### src/rtl/zcu102_adc_clk_supervisor.sv
// ADC clock supervisor: lock filtering, reset sequencing, lock-loss counting and an
// optional ref_toggle frequency measurement (compiled in with ADC_CLK_SUP_FREQ_EN).
module zcu102_adc_clk_supervisor #(
  parameter int SYNC_STAGES = 2,
  parameter int LOCK_FILTER = 16,
  parameter int RST_HOLD    = 256,
  parameter int CNT_W       = 16
) (
  input  logic             adc_clk,
  input  logic             adc_rst_n,
  input  logic             mmcm_locked,
  input  logic             ref_toggle,
  input  logic             sw_rst,
  output logic             adc_rst,
  output logic             clk_ok,
  output logic [CNT_W-1:0] lock_loss_cnt,
  output logic [CNT_W-1:0] freq_cnt,
  output logic             freq_valid
);

  localparam int MAXC = (LOCK_FILTER > RST_HOLD) ? LOCK_FILTER : RST_HOLD;
  localparam int FCW  = $clog2(MAXC + 1);

  typedef enum logic [1:0] {WAIT_LOCK, FILTER, HOLD, RUN} state_t;

  state_t                 state, state_nx;
  logic [FCW-1:0]         cnt, cnt_nx;
  logic                   loss;
  logic [SYNC_STAGES-1:0] lock_sync;
  logic                   lock_s;

  assign lock_s = lock_sync[SYNC_STAGES-1];

  always_ff @(posedge adc_clk or negedge adc_rst_n) begin
    if (!adc_rst_n) lock_sync <= '0;
    else            lock_sync <= {lock_sync[SYNC_STAGES-2:0], mmcm_locked};
  end

  always_comb begin
    state_nx = state;
    cnt_nx   = cnt;
    loss     = 1'b0;
    case (state)
      WAIT_LOCK: begin
        if (lock_s) begin
          state_nx = FILTER;
          cnt_nx   = FCW'(1);
        end
      end
      FILTER: begin
        if (!lock_s) begin
          state_nx = WAIT_LOCK;
        end else if (cnt == FCW'(LOCK_FILTER)) begin
          state_nx = HOLD;
          cnt_nx   = FCW'(1);
        end else begin
          cnt_nx = cnt + FCW'(1);
        end
      end
      HOLD: begin
        if (!lock_s)                    state_nx = WAIT_LOCK;
        else if (cnt == FCW'(RST_HOLD)) state_nx = RUN;
        else                            cnt_nx   = cnt + FCW'(1);
      end
      RUN: begin
        if (!lock_s) begin
          state_nx = WAIT_LOCK;
          loss     = 1'b1;
        end
      end
      default: state_nx = WAIT_LOCK;
    endcase
    // A lock loss coinciding with sw_rst in RUN is still counted
    if (sw_rst) state_nx = WAIT_LOCK;
  end

  always_ff @(posedge adc_clk or negedge adc_rst_n) begin
    if (!adc_rst_n) begin
      state         <= WAIT_LOCK;
      cnt           <= '0;
      adc_rst       <= 1'b1;
      clk_ok        <= 1'b0;
      lock_loss_cnt <= '0;
    end else begin
      state   <= state_nx;
      cnt     <= cnt_nx;
      adc_rst <= (state_nx != RUN);
      clk_ok  <= (state_nx == RUN);
      if (loss && !(&lock_loss_cnt)) lock_loss_cnt <= lock_loss_cnt + CNT_W'(1);
    end
  end

`ifdef ADC_CLK_SUP_FREQ_EN
  logic [SYNC_STAGES-1:0] ref_sync;
  logic                   ref_s, ref_prev, ref_edge, seen_edge;
  logic [CNT_W-1:0]       win_cnt;

  assign ref_s    = ref_sync[SYNC_STAGES-1];
  assign ref_edge = ref_s ^ ref_prev;

  // First edge only opens the window; later edges report the closed window length
  always_ff @(posedge adc_clk or negedge adc_rst_n) begin
    if (!adc_rst_n) begin
      ref_sync   <= '0;
      ref_prev   <= 1'b0;
      seen_edge  <= 1'b0;
      win_cnt    <= '0;
      freq_cnt   <= '0;
      freq_valid <= 1'b0;
    end else begin
      ref_sync   <= {ref_sync[SYNC_STAGES-2:0], ref_toggle};
      ref_prev   <= ref_s;
      freq_valid <= 1'b0;
      if (ref_edge) begin
        win_cnt   <= CNT_W'(1);
        seen_edge <= 1'b1;
        if (seen_edge) begin
          freq_cnt   <= win_cnt;
          freq_valid <= 1'b1;
        end
      end else if (!(&win_cnt)) begin
        win_cnt <= win_cnt + CNT_W'(1);
      end
    end
  end
`else
  logic unused_ref;
  assign unused_ref = ref_toggle;
  assign freq_cnt   = '0;
  assign freq_valid = 1'b0;
`endif

endmodule
### config.mk
export PLATFORM = sky130hd
export DESIGN_NAME = zcu102_adc_clk_supervisor
export DESIGN_NICKNAME = d
export VERILOG_FILES = /design/src/rtl/zcu102_adc_clk_supervisor.sv
export SDC_FILE = /design/constraint.sdc
export NUM_CORES = 1
export LEC_CHECK = 0
export ABC_CLOCK_PERIOD_IN_PS = 2600
export CAP_MARGIN = 0
export CORE_UTILIZATION = 35
export CTS_BUF_LIST = sky130_fd_sc_hd__clkbuf_4 sky130_fd_sc_hd__clkbuf_8
export DETAILED_ROUTE_END_ITERATION = 10
export GPL_ROUTABILITY_DRIVEN = 0
export PLACE_DENSITY_LB_ADDON = 0.15
export SYNTH_ARGS = -nofsm -noshare
export SYNTH_HDL_FRONTEND = slang
export SYNTH_SLANG_ARGS = --single-unit
### constraint.sdc
create_clock -name adc_clk -period 2.6 [get_ports adc_clk]
set_clock_uncertainty 0.2 [all_clocks]
set_input_delay 0.26 -clock adc_clk [delete_from_list [all_inputs] [get_ports adc_clk]]
set_output_delay 0.26 -clock adc_clk [all_outputs]
set_load 0.1 [all_outputs]
==> results of run 1 <==
worst register-to-register path, delay by kind of cell, from the launching register on:
family	cells	cell delay (ps)
flops	1	400
buf+inv	1	80
fa+ha+maj	1	280
compound gates	2	1060
simple gates	1	140
how the worst min path moves through the flow:
stage	start	end	cells past startpoint
after floorplan	adc_rst_n	clk_ok$_DFF_PN0_	0
after global placement	lock_sync[0]$_DFF_PN0_	lock_sync[1]$_DFF_PN0_	0
after detailed placement	lock_sync[0]$_DFF_PN0_	lock_sync[1]$_DFF_PN0_	0
after CTS	lock_sync[0]$_DFF_PN0_	lock_sync[1]$_DFF_PN0_	0
after global routing	lock_sync[0]$_DFF_PN0_	lock_sync[1]$_DFF_PN0_	0
final	lock_sync[0]$_DFF_PN0_	lock_sync[1]$_DFF_PN0_	0
layout make-up:
class | instances | area share
Multi-Input combinational cell | 135 | 0.428
Sequential cell | 31 | 0.381
Timing Repair Buffer | 24 | 0.0916
Tap cell | 67 | 0.0409
Clock buffer | 6 | 0.0403
Inverter | 9 | 0.0165
Clock inverter | 1 | 0.00244
routing by layer:
layer,wire length [µm],share of wire,vias up
li1,-,-,634
met1,1540,0.46,611
met2,1650,0.49,23
met3,122,0.036,7
met4,55,0.016,0
met5,0,0,-
placed cells by master (no fill, tap or decap), types with 2 or more instances in the layout:
| cell | count |
|---|---|
| inv_1 | 9 |
| nand2_1 | 10 |
| conb_1 | 17 |
| xor2_1 | 7 |
| clkbuf_8 | 6 |
| nand3_1 | 11 |
| nor2_1 | 16 |
| nand4_1 | 5 |
| a21o_1 | 4 |
| a21oi_1 | 3 |
| or2_2 | 2 |
| nor2b_1 | 3 |
| buf_4 | 21 |
| and3_1 | 5 |
| ha_1 | 7 |
| dfrtp_2 | 2 |
| nor3_1 | 3 |
| clkdlybuf4s50_1 | 3 |
| nand2b_1 | 5 |
| a22o_1 | 6 |
| a31oi_1 | 3 |
| dfrtp_1 | 28 |
| o21ai_0 | 4 |
| xnor2_1 | 7 |
cells by family after synthesis:
kind of cell               Yosys count  synth area share
adders and majority gates            7            0.0495
AOI/OAI and AO/OA                   29             0.127
and+or+nand+nor                     67             0.206
buffers and inverters               28             0.100
xor gates and xnor gates            14            0.0693
other                                1           0.00212
DFF                                 31             0.439
muxes                                1           0.00636
per-stage QoR:
step            util  power [mW]  instances  hold WS (ps)
2_1_floorplan      -       0.687        194          -236
6_report       0.428        1.07        273           155
3_5_place_dp   0.410       0.696        266           145
5_1_grt        0.428        1.13        273           180
4_1_cts        0.428        1.09        273           161
3_3_place_gp   0.410       0.694        266           139
sequential cells by signal, summed over array words and instances, names as in the netlist:
register,count
adc_rst,1
clk_ok,1
cnt,9
lock_loss_cnt,16
lock_sync,2
state,2
power by group:
part	switching (mW)	internal [mW]	leakage (nW)	total (mW)
clock network	0.177	0.207	0.0470	0.384
logic	0.153	0.0333	0.541	0.187
registers	0.0104	0.490	0.417	0.500
==> flow_metrics.tcl, run 1 <==
set metrics [dict create \
    hold_violations 0 \
    die_width_um 73.1 \
    worstSetupStartpoint "state[0]$_DFF_PN0_" \
    grt_pass1_vias 1278 \
    cts_tree "yes" \
    root_buffer "clkbuf_8" \
    drv_cap 0 \
    synth_edf_count 0 \
    synth_top_area_share 0.424 \
    ys_ff_latch 31 \
    r2r_end "cnt[3]$_DFFE_PN0P_" \
    crit_required_ps 2560 \
    cp_num_cells 5 \
    yosysMostFrequentCell "dfrtp_1" \
    finalNetCount 218 \
    antenna_left 0 \
    clkLatencyLatePin_ps 280 \
    finalCriticalPeriod_ps 2290 \
    die_area_um2 5350 \
    drv_slew 0 \
    rsz0062_at_grt "no" \
    critPathKind "flop to flop" \
    hpwl_mm 2.42 \
    tightest_slew_ps 787 \
    drc 0 \
    critPathMaxFanout 9 \
    postLayoutCellArea_um2 2050 \
    synth_flop_cell "dfrtp_1" \
    ctsLongestPathBuffers 2 \
    finalSetupTns_ps 0 \
    cp-endpoint "cnt[3]$_DFFE_PN0P_" \
    yosys.area.top_type "dfrtp_1" \
    syn_inst 178 \
    nFillCells 507 \
    status "complete, no violations" \
    grt_max_degree 32 \
    wire_per_inst_um 12.3 \
    grt_use_total 0.147 \
    synth_warnings 0 \
    pwr_density_cell_nw_per_um2 523 \
    setup_viol 0 \
    ys_seq_area_frac 0.439 \
    hold_buffers 0 \
    endpoint_kind "flop" \
    register_area_um2 779 \
    fp.dieH_um 73.1 \
    placed_area_um2 1960 \
    arrival_ps 2250 \
    grt_pass1_wl_mm 5.89 \
    grt_util_met2 0.247 \
    hp-class "flop to flop" \
    antenna_found_initial 0 \
    grtUsageMet3 0.0373 \
    cp_slowest_cell "o311ai_2" \
    drt-total-wl_mm 3.37 \
    syn_area_um2 1770 \
    port_buffers 21 \
    slowest_delay_ps 740 \
    drive_gt1_frac 0.184 \
    pre_cts_slack_ps 309 \
    leakagePower_nw 1.00 \
    first_pass_iters 3 \
    start_kind "flop" \
    multi_input_area_um2 876 \
    critPathTopFamily "compound AO/OA/AOI/OAI gates" \
    netlist_top_cells_area "dfrtp_1 42%, buf_4 7.2%, ha_1 4.9%, xnor2_1 3.5%, xor2_1 3.5%" \
    htreeDepth 2 \
    grt-ovfl-total 0 \
    cts_resized 0 \
    grt_util_met1 0.178 \
    synthTopCellsByCount "30 x dfrtp_1, 17 x buf_4, 16 x nor2_1" \
    vias_per_cell 4.67 \
    ir_worst_vdd_v 0.000278 \
    vias 1275 \
    numCtsBuffers 5 \
    r2r_setup_slack_ps 310 \
    first_iter_violations 61 \
    fp-row-count 25 \
    rr_startpoint "state[0]$_DFF_PN0_" \
    worstPathCellList "inv_1 > ha_1 > o311ai_2 > nor2b_4 > a221o_1" \
    async_flop_share 1.00 \
    initial_core_util 0.370 \
    r2r_cells 5 \
    cts_sinks 31 \
    period_share 0.879 \
    path_clk_slew_ps 60 \
    core_um2 4790 \
    finalWorstSetupSlack_ps 315 \
    grt.busiest_layer "met2" \
    ys_types 41 \
    area_growth_pct 15.7 \
    path_buf_inv 1 \
    antennaDiodeCount 0 \
    syn_area_per_cell_um2 9.95 \
    io_pins 40 \
    post-cts-setup-buffer-count 0 \
    maxSlewHeadroom 0.475 \
    fmax_ghz 0.438 \
]
(Power assumes the default switching activity.)
==> run 2: changes to the inputs <==
CAP_MARGIN = 20   (was 0)
PLACE_DENSITY = 0.64   (was default)
PLACE_DENSITY_LB_ADDON = default   (was 0.15)
==> run 2 against run 1 <==
- utilization up 0.50 points
- critical path type unchanged
- critical endpoint unchanged
- via count increased by 0.24%
- critical path depth is the same
==> flow_metrics.tcl, run 2 (synthesized netlist as in run 1, its figures left out) <==
set metrics [dict create \
    status "complete, no violations" \
    area_growth_pct 17.0 \
    clkLatencyLatePin_ps 280 \
    layout.cells.non_filler 275 \
    grt_pass1_wl_mm 5.40 \
    critPathMaxFanout 9 \
    post-cts-setup-buffer-count 0 \
    antenna_left 0 \
    numCtsBuffers 5 \
    grt-ovfl-total 0 \
    path_clk_slew_ps 70 \
    pre_cts_slack_ps 327 \
    final_common_cell "dfrtp_1" \
    drc 0 \
    pwr_density_cell_nw_per_um2 534 \
    hold_end "lock_sync[1]$_DFF_PN0_" \
    first_pass_iters 4 \
    first_iter_violations 65 \
    grt_pass1_vias 1168 \
    hold_violations 0 \
    wire_per_inst_um 11.5 \
    vias 1278 \
    fp.dieH_um 73.1 \
    drv_slew 0 \
    antennaDiodeCount 0 \
    start_kind "flop" \
    die_area_um2 5350 \
    port_buffers 21 \
    critPathKind "flop to flop" \
    setup_viol 0 \
    drive_gt1_frac 0.192 \
    period_share 0.861 \
    reg_top3 "lock_loss_cnt (16), cnt (9)" \
    antenna_found_initial 0 \
    tightest_slew_ps 762 \
    grt_max_degree 32 \
    initial_core_util 0.370 \
    finalNetCount 219 \
    grt_use_total 0.130 \
    hp-class "flop to flop" \
    crit_required_ps 2570 \
    ir_worst_vdd_v 0.000182 \
    vias_per_cell 4.65 \
    p_total_mw 1.11 \
    largest_register "lock_loss_cnt" \
    final_cell_mix "28 x dfrtp_1, 22 x buf_4, 17 x conb_1, 16 x nor2_1, 11 x nand3_1" \
    core_um2 4790 \
    htreeDepth 2 \
    dp_cells 267 \
    r2r_setup_slack_ps 360 \
    finalSetupTns_ps 0 \
    rsz0062_at_grt "no" \
    hold_buffers 0 \
    rr_startpoint "state[0]$_DFF_PN0_" \
    r2r_cells 5 \
    finalCriticalPeriod_ps 2240 \
    leakagePower_nw 1.01 \
    die_width_um 73.1 \
    io_pins 40 \
    ctsLongestPathBuffers 2 \
    r2r_end "cnt[3]$_DFFE_PN0P_" \
    endpoint_kind "flop" \
    hold_depth 0 \
    maxSlewHeadroom 0.491 \
    fp-row-count 25 \
    cts_tree "yes" \
    cts_sinks 31 \
    root_buffer "clkbuf_8" \
    min_from "lock_sync[0]$_DFF_PN0_" \
    largest_reg_flops 16 \
    drt-total-wl_mm 3.15 \
    hpwl_mm 2.26 \
    arrival_ps 2210 \
    fmax_ghz 0.447 \
    finalWorstSetupSlack_ps 361 \
    cts_resized 0 \
    drv_cap 0 \
]
-- run 2: metal layers --
layer / share of wire / vias to the layer above / GRT usage
li1: - / 639 / -
met1: 0.51 / 608 / 0.189
met2: 0.44 / 29 / 0.186
met3: 0.040 / 2 / 0.0373
met4: 0.0076 / 0 / 0.0392
met5: 0 / - / 0
-- run 2: power breakdown --
group	internal (mW)	switching, mW	total (mW)
sequential	0.490	0.00654	0.497
clock	0.240	0.173	0.413
combinational	0.0376	0.158	0.196
-- run 2: worst max-delay path, cell delays in order (launching register included) --
cell      delay, ps
dfrtp_1         400
inv_1            80
ha_1            280
o311ai_2        720
nor2b_4         140
a221o_1         320
-- run 2: worst max path at each step --
stage | startpoint | slack, ps | end | cells past startpoint
CTS | state[0]$_DFF_PN0_ | 330 | cnt[3]$_DFFE_PN0P_ | 5
finish | state[0]$_DFF_PN0_ | 360 | cnt[3]$_DFFE_PN0P_ | 5
detailed placement | state[0]$_DFF_PN0_ | 330 | cnt[3]$_DFFE_PN0P_ | 5
global placement | state[0]$_DFF_PN0_ | 320 | cnt[3]$_DFFE_PN0P_ | 5
global route | state[0]$_DFF_PN0_ | 150 | cnt[3]$_DFFE_PN0P_ | 5
floorplan | lock_loss_cnt[3]$_DFFE_PN0P_ | 7 | lock_loss_cnt[10]$_DFFE_PN0P_ | 5
-- run 2: cell type report --
| class | instances | area, µm² |
|---|---|---|
| clock buffers | 7 | 96.3 |
| well taps | 67 | 83.8 |
| inverters | 9 | 33.8 |
| multi-input cells | 135 | 876 |
| clock inverters | 1 | 7.51 |
| fillers | 493 | 2710 |
| repair buffers | 25 | 195 |
| flip-flops and latches | 31 | 779 |
-- run 2: stage by stage --
step	utilization	hold slack, ps	area, µm²
after floorplan	-	-236	1830
after global placement	0.411	136	1970
after detailed placement	0.411	162	1970
after CTS	0.433	174	2070
after global routing	0.433	182	2070
final	0.433	159	2070
==> run 3: changes to the inputs <==
REMOVE_ABC_BUFFERS = 1   (was default)
==> run 3 against run 2 <==
- first-iteration DRC count is 42% lower
- routed wire length is 1.6% lower
- non-clock buffer count stayed put
- via count is 1.2% lower
- combinational power hardly changed
- largest cell class unchanged
- utilization is 0.24 points higher
- register-to-register slack worse by 60 ps
- die area stayed put
- sequential cell count stayed put
==> flow_metrics.tcl, run 3 (synthesized netlist as in run 1, its figures left out) <==
set metrics [dict create \
    cts_resized 0 \
    antennaDiodeCount 0 \
    critPathTopFamily "compound AO/OA/AOI/OAI gates" \
    vias 1263 \
    p_total_mw 1.18 \
    grt-ovfl-total 0 \
    die_area_um2 5350 \
    dp_cells 267 \
    antenna_found_initial 0 \
    p_switching_mw 0.345 \
    drc 0 \
    rsz0062_at_grt "no" \
    largest_register "lock_loss_cnt" \
    maxSlewHeadroom 0.459 \
    slowest_delay_ps 760 \
    core_um2 4790 \
    ir_worst_vdd_v 0.000277 \
    initial_core_util 0.370 \
    hp-class "flop to flop" \
    critPathKind "flop to flop" \
    layout.cells.non_filler 275 \
    status "complete, no violations" \
    start_kind "flop" \
    fp-row-count 25 \
    p_int_mw 0.837 \
    cts_tree "yes" \
    die_width_um 73.1 \
    pwr-share-clk 0.415 \
    tightest_slew_ps 810 \
    multi_input_area_um2 876 \
    finalNetCount 219 \
    path_buf_inv 1 \
    first_pass_iters 4 \
    period_share 0.886 \
    hpwl_mm 2.17 \
    fmax_ghz 0.434 \
    pwr_density_cell_nw_per_um2 568 \
    arrival_ps 2270 \
    endpoint_kind "flop" \
    cp_slowest_cell "o311ai_2" \
    io_pins 40 \
    clkLatencyLatePin_ps 280 \
    area_growth_pct 17.7 \
    comb_power_share 0.165 \
    first_iter_violations 38 \
    nFillCells 474 \
    path_clk_slew_ps 70 \
    critPathMaxFanout 9 \
    vias_per_cell 4.59 \
    pre_cts_slack_ps 312 \
    drv_cap 0 \
    root_buffer "clkbuf_8" \
    grt_use_total 0.129 \
    drv_slew 0 \
    ctsLongestPathBuffers 2 \
    final_util 0.435 \
    cts_sinks 31 \
    hold_violations 0 \
    placed_area_um2 1970 \
    finalCriticalPeriod_ps 2300 \
    final_cell_mix "30 x dfrtp_1, 22 x buf_4, 17 x conb_1, 16 x nor2_1, 11 x nand3_1" \
    p_seq_frac 0.420 \
    grt_pass1_vias 1092 \
    drt-total-wl_mm 3.10 \
    setup_viol 0 \
    finalSetupTns_ps 0 \
    numCtsBuffers 5 \
    register_area_um2 777 \
    post-cts-setup-buffer-count 0 \
    htreeDepth 2 \
    wire_per_inst_um 11.3 \
    crit_required_ps 2570 \
    worstPathCellList "inv_1 > ha_1 > o311ai_2 > nor2b_4 > a221o_1" \
    fp.dieH_um 73.1 \
    timing.hold.ws_ps 169 \
    leakagePower_nw 1.03 \
    drive_gt1_frac 0.183 \
    postLayoutCellArea_um2 2080 \
    hold_buffers 0 \
    antenna_left 0 \
    largest_reg_flops 16 \
    grt_max_degree 32 \
    finalWorstSetupSlack_ps 296 \
    final_common_cell "dfrtp_1" \
    grt_pass1_wl_mm 5.15 \
    port_buffers 21 \
    sw_frac_of_total 0.292 \
    reg_top3 "lock_loss_cnt (16), cnt (9)" \
]
run 3: area by class of cell:
class	count	share of cell area
clock inverter	2	0.0168
timing repair buffer	25	0.0937
multi-input combinational	135	0.420
tap	67	0.0402
clock buffer	6	0.0396
sequential	31	0.373
inverter	9	0.0162
run 3: layer usage:
layer / GRT usage / wire length (µm) / up-vias / part of all wire
met2: 0.175 / 1340 / 34 / 0.43
met1: 0.183 / 1600 / 587 / 0.52
met5: 0 / 0 / - / 0
met4: 0.0458 / 31 / 0 / 0.010
met3: 0.0539 / 130 / 2 / 0.042
li1: - / - / 640 / -
run 3: power by group through the flow:
| stage | clock network [mW] | logic, mW | registers (mW) |
|---|---|---|---|
| floorplan | 0 | 0.158 | 0.507 |
| finish | 0.490 | 0.195 | 0.497 |
| global route | 0.534 | 0.209 | 0.497 |
| global placement | 0 | 0.196 | 0.505 |
| CTS | 0.508 | 0.197 | 0.497 |
| detailed placement | 0 | 0.196 | 0.506 |
run 3: worst register-to-register path, delay by kind of cell, from the launching register on:
family / cells / cell delay [ps]
AOI/OAI and AO/OA: 2 / 1090
adders and majority gates: 1 / 290
buffers and inverters: 1 / 80
DFF: 1 / 400
and+or+nand+nor: 1 / 140
run 3: final timing paths:
check | startpoint | to | slack [ps] | depth (start not counted)
max | state[0]$_DFF_PN0_ | cnt[3]$_DFFE_PN0P_ | 300 | 5
min | lock_sync[0]$_DFF_PN0_ | lock_sync[1]$_DFF_PN0_ | 170 | 0
max reg2reg | state[0]$_DFF_PN0_ | cnt[3]$_DFFE_PN0P_ | 300 | 5
min reg2reg | lock_sync[0]$_DFF_PN0_ | lock_sync[1]$_DFF_PN0_ | 170 | 0
max in group asynchronous | adc_rst_n | adc_rst$_DFF_PN1_ | 1700 | 2
min in group asynchronous | adc_rst_n | lock_loss_cnt[12]$_DFFE_PN0P_ | 180 | 2
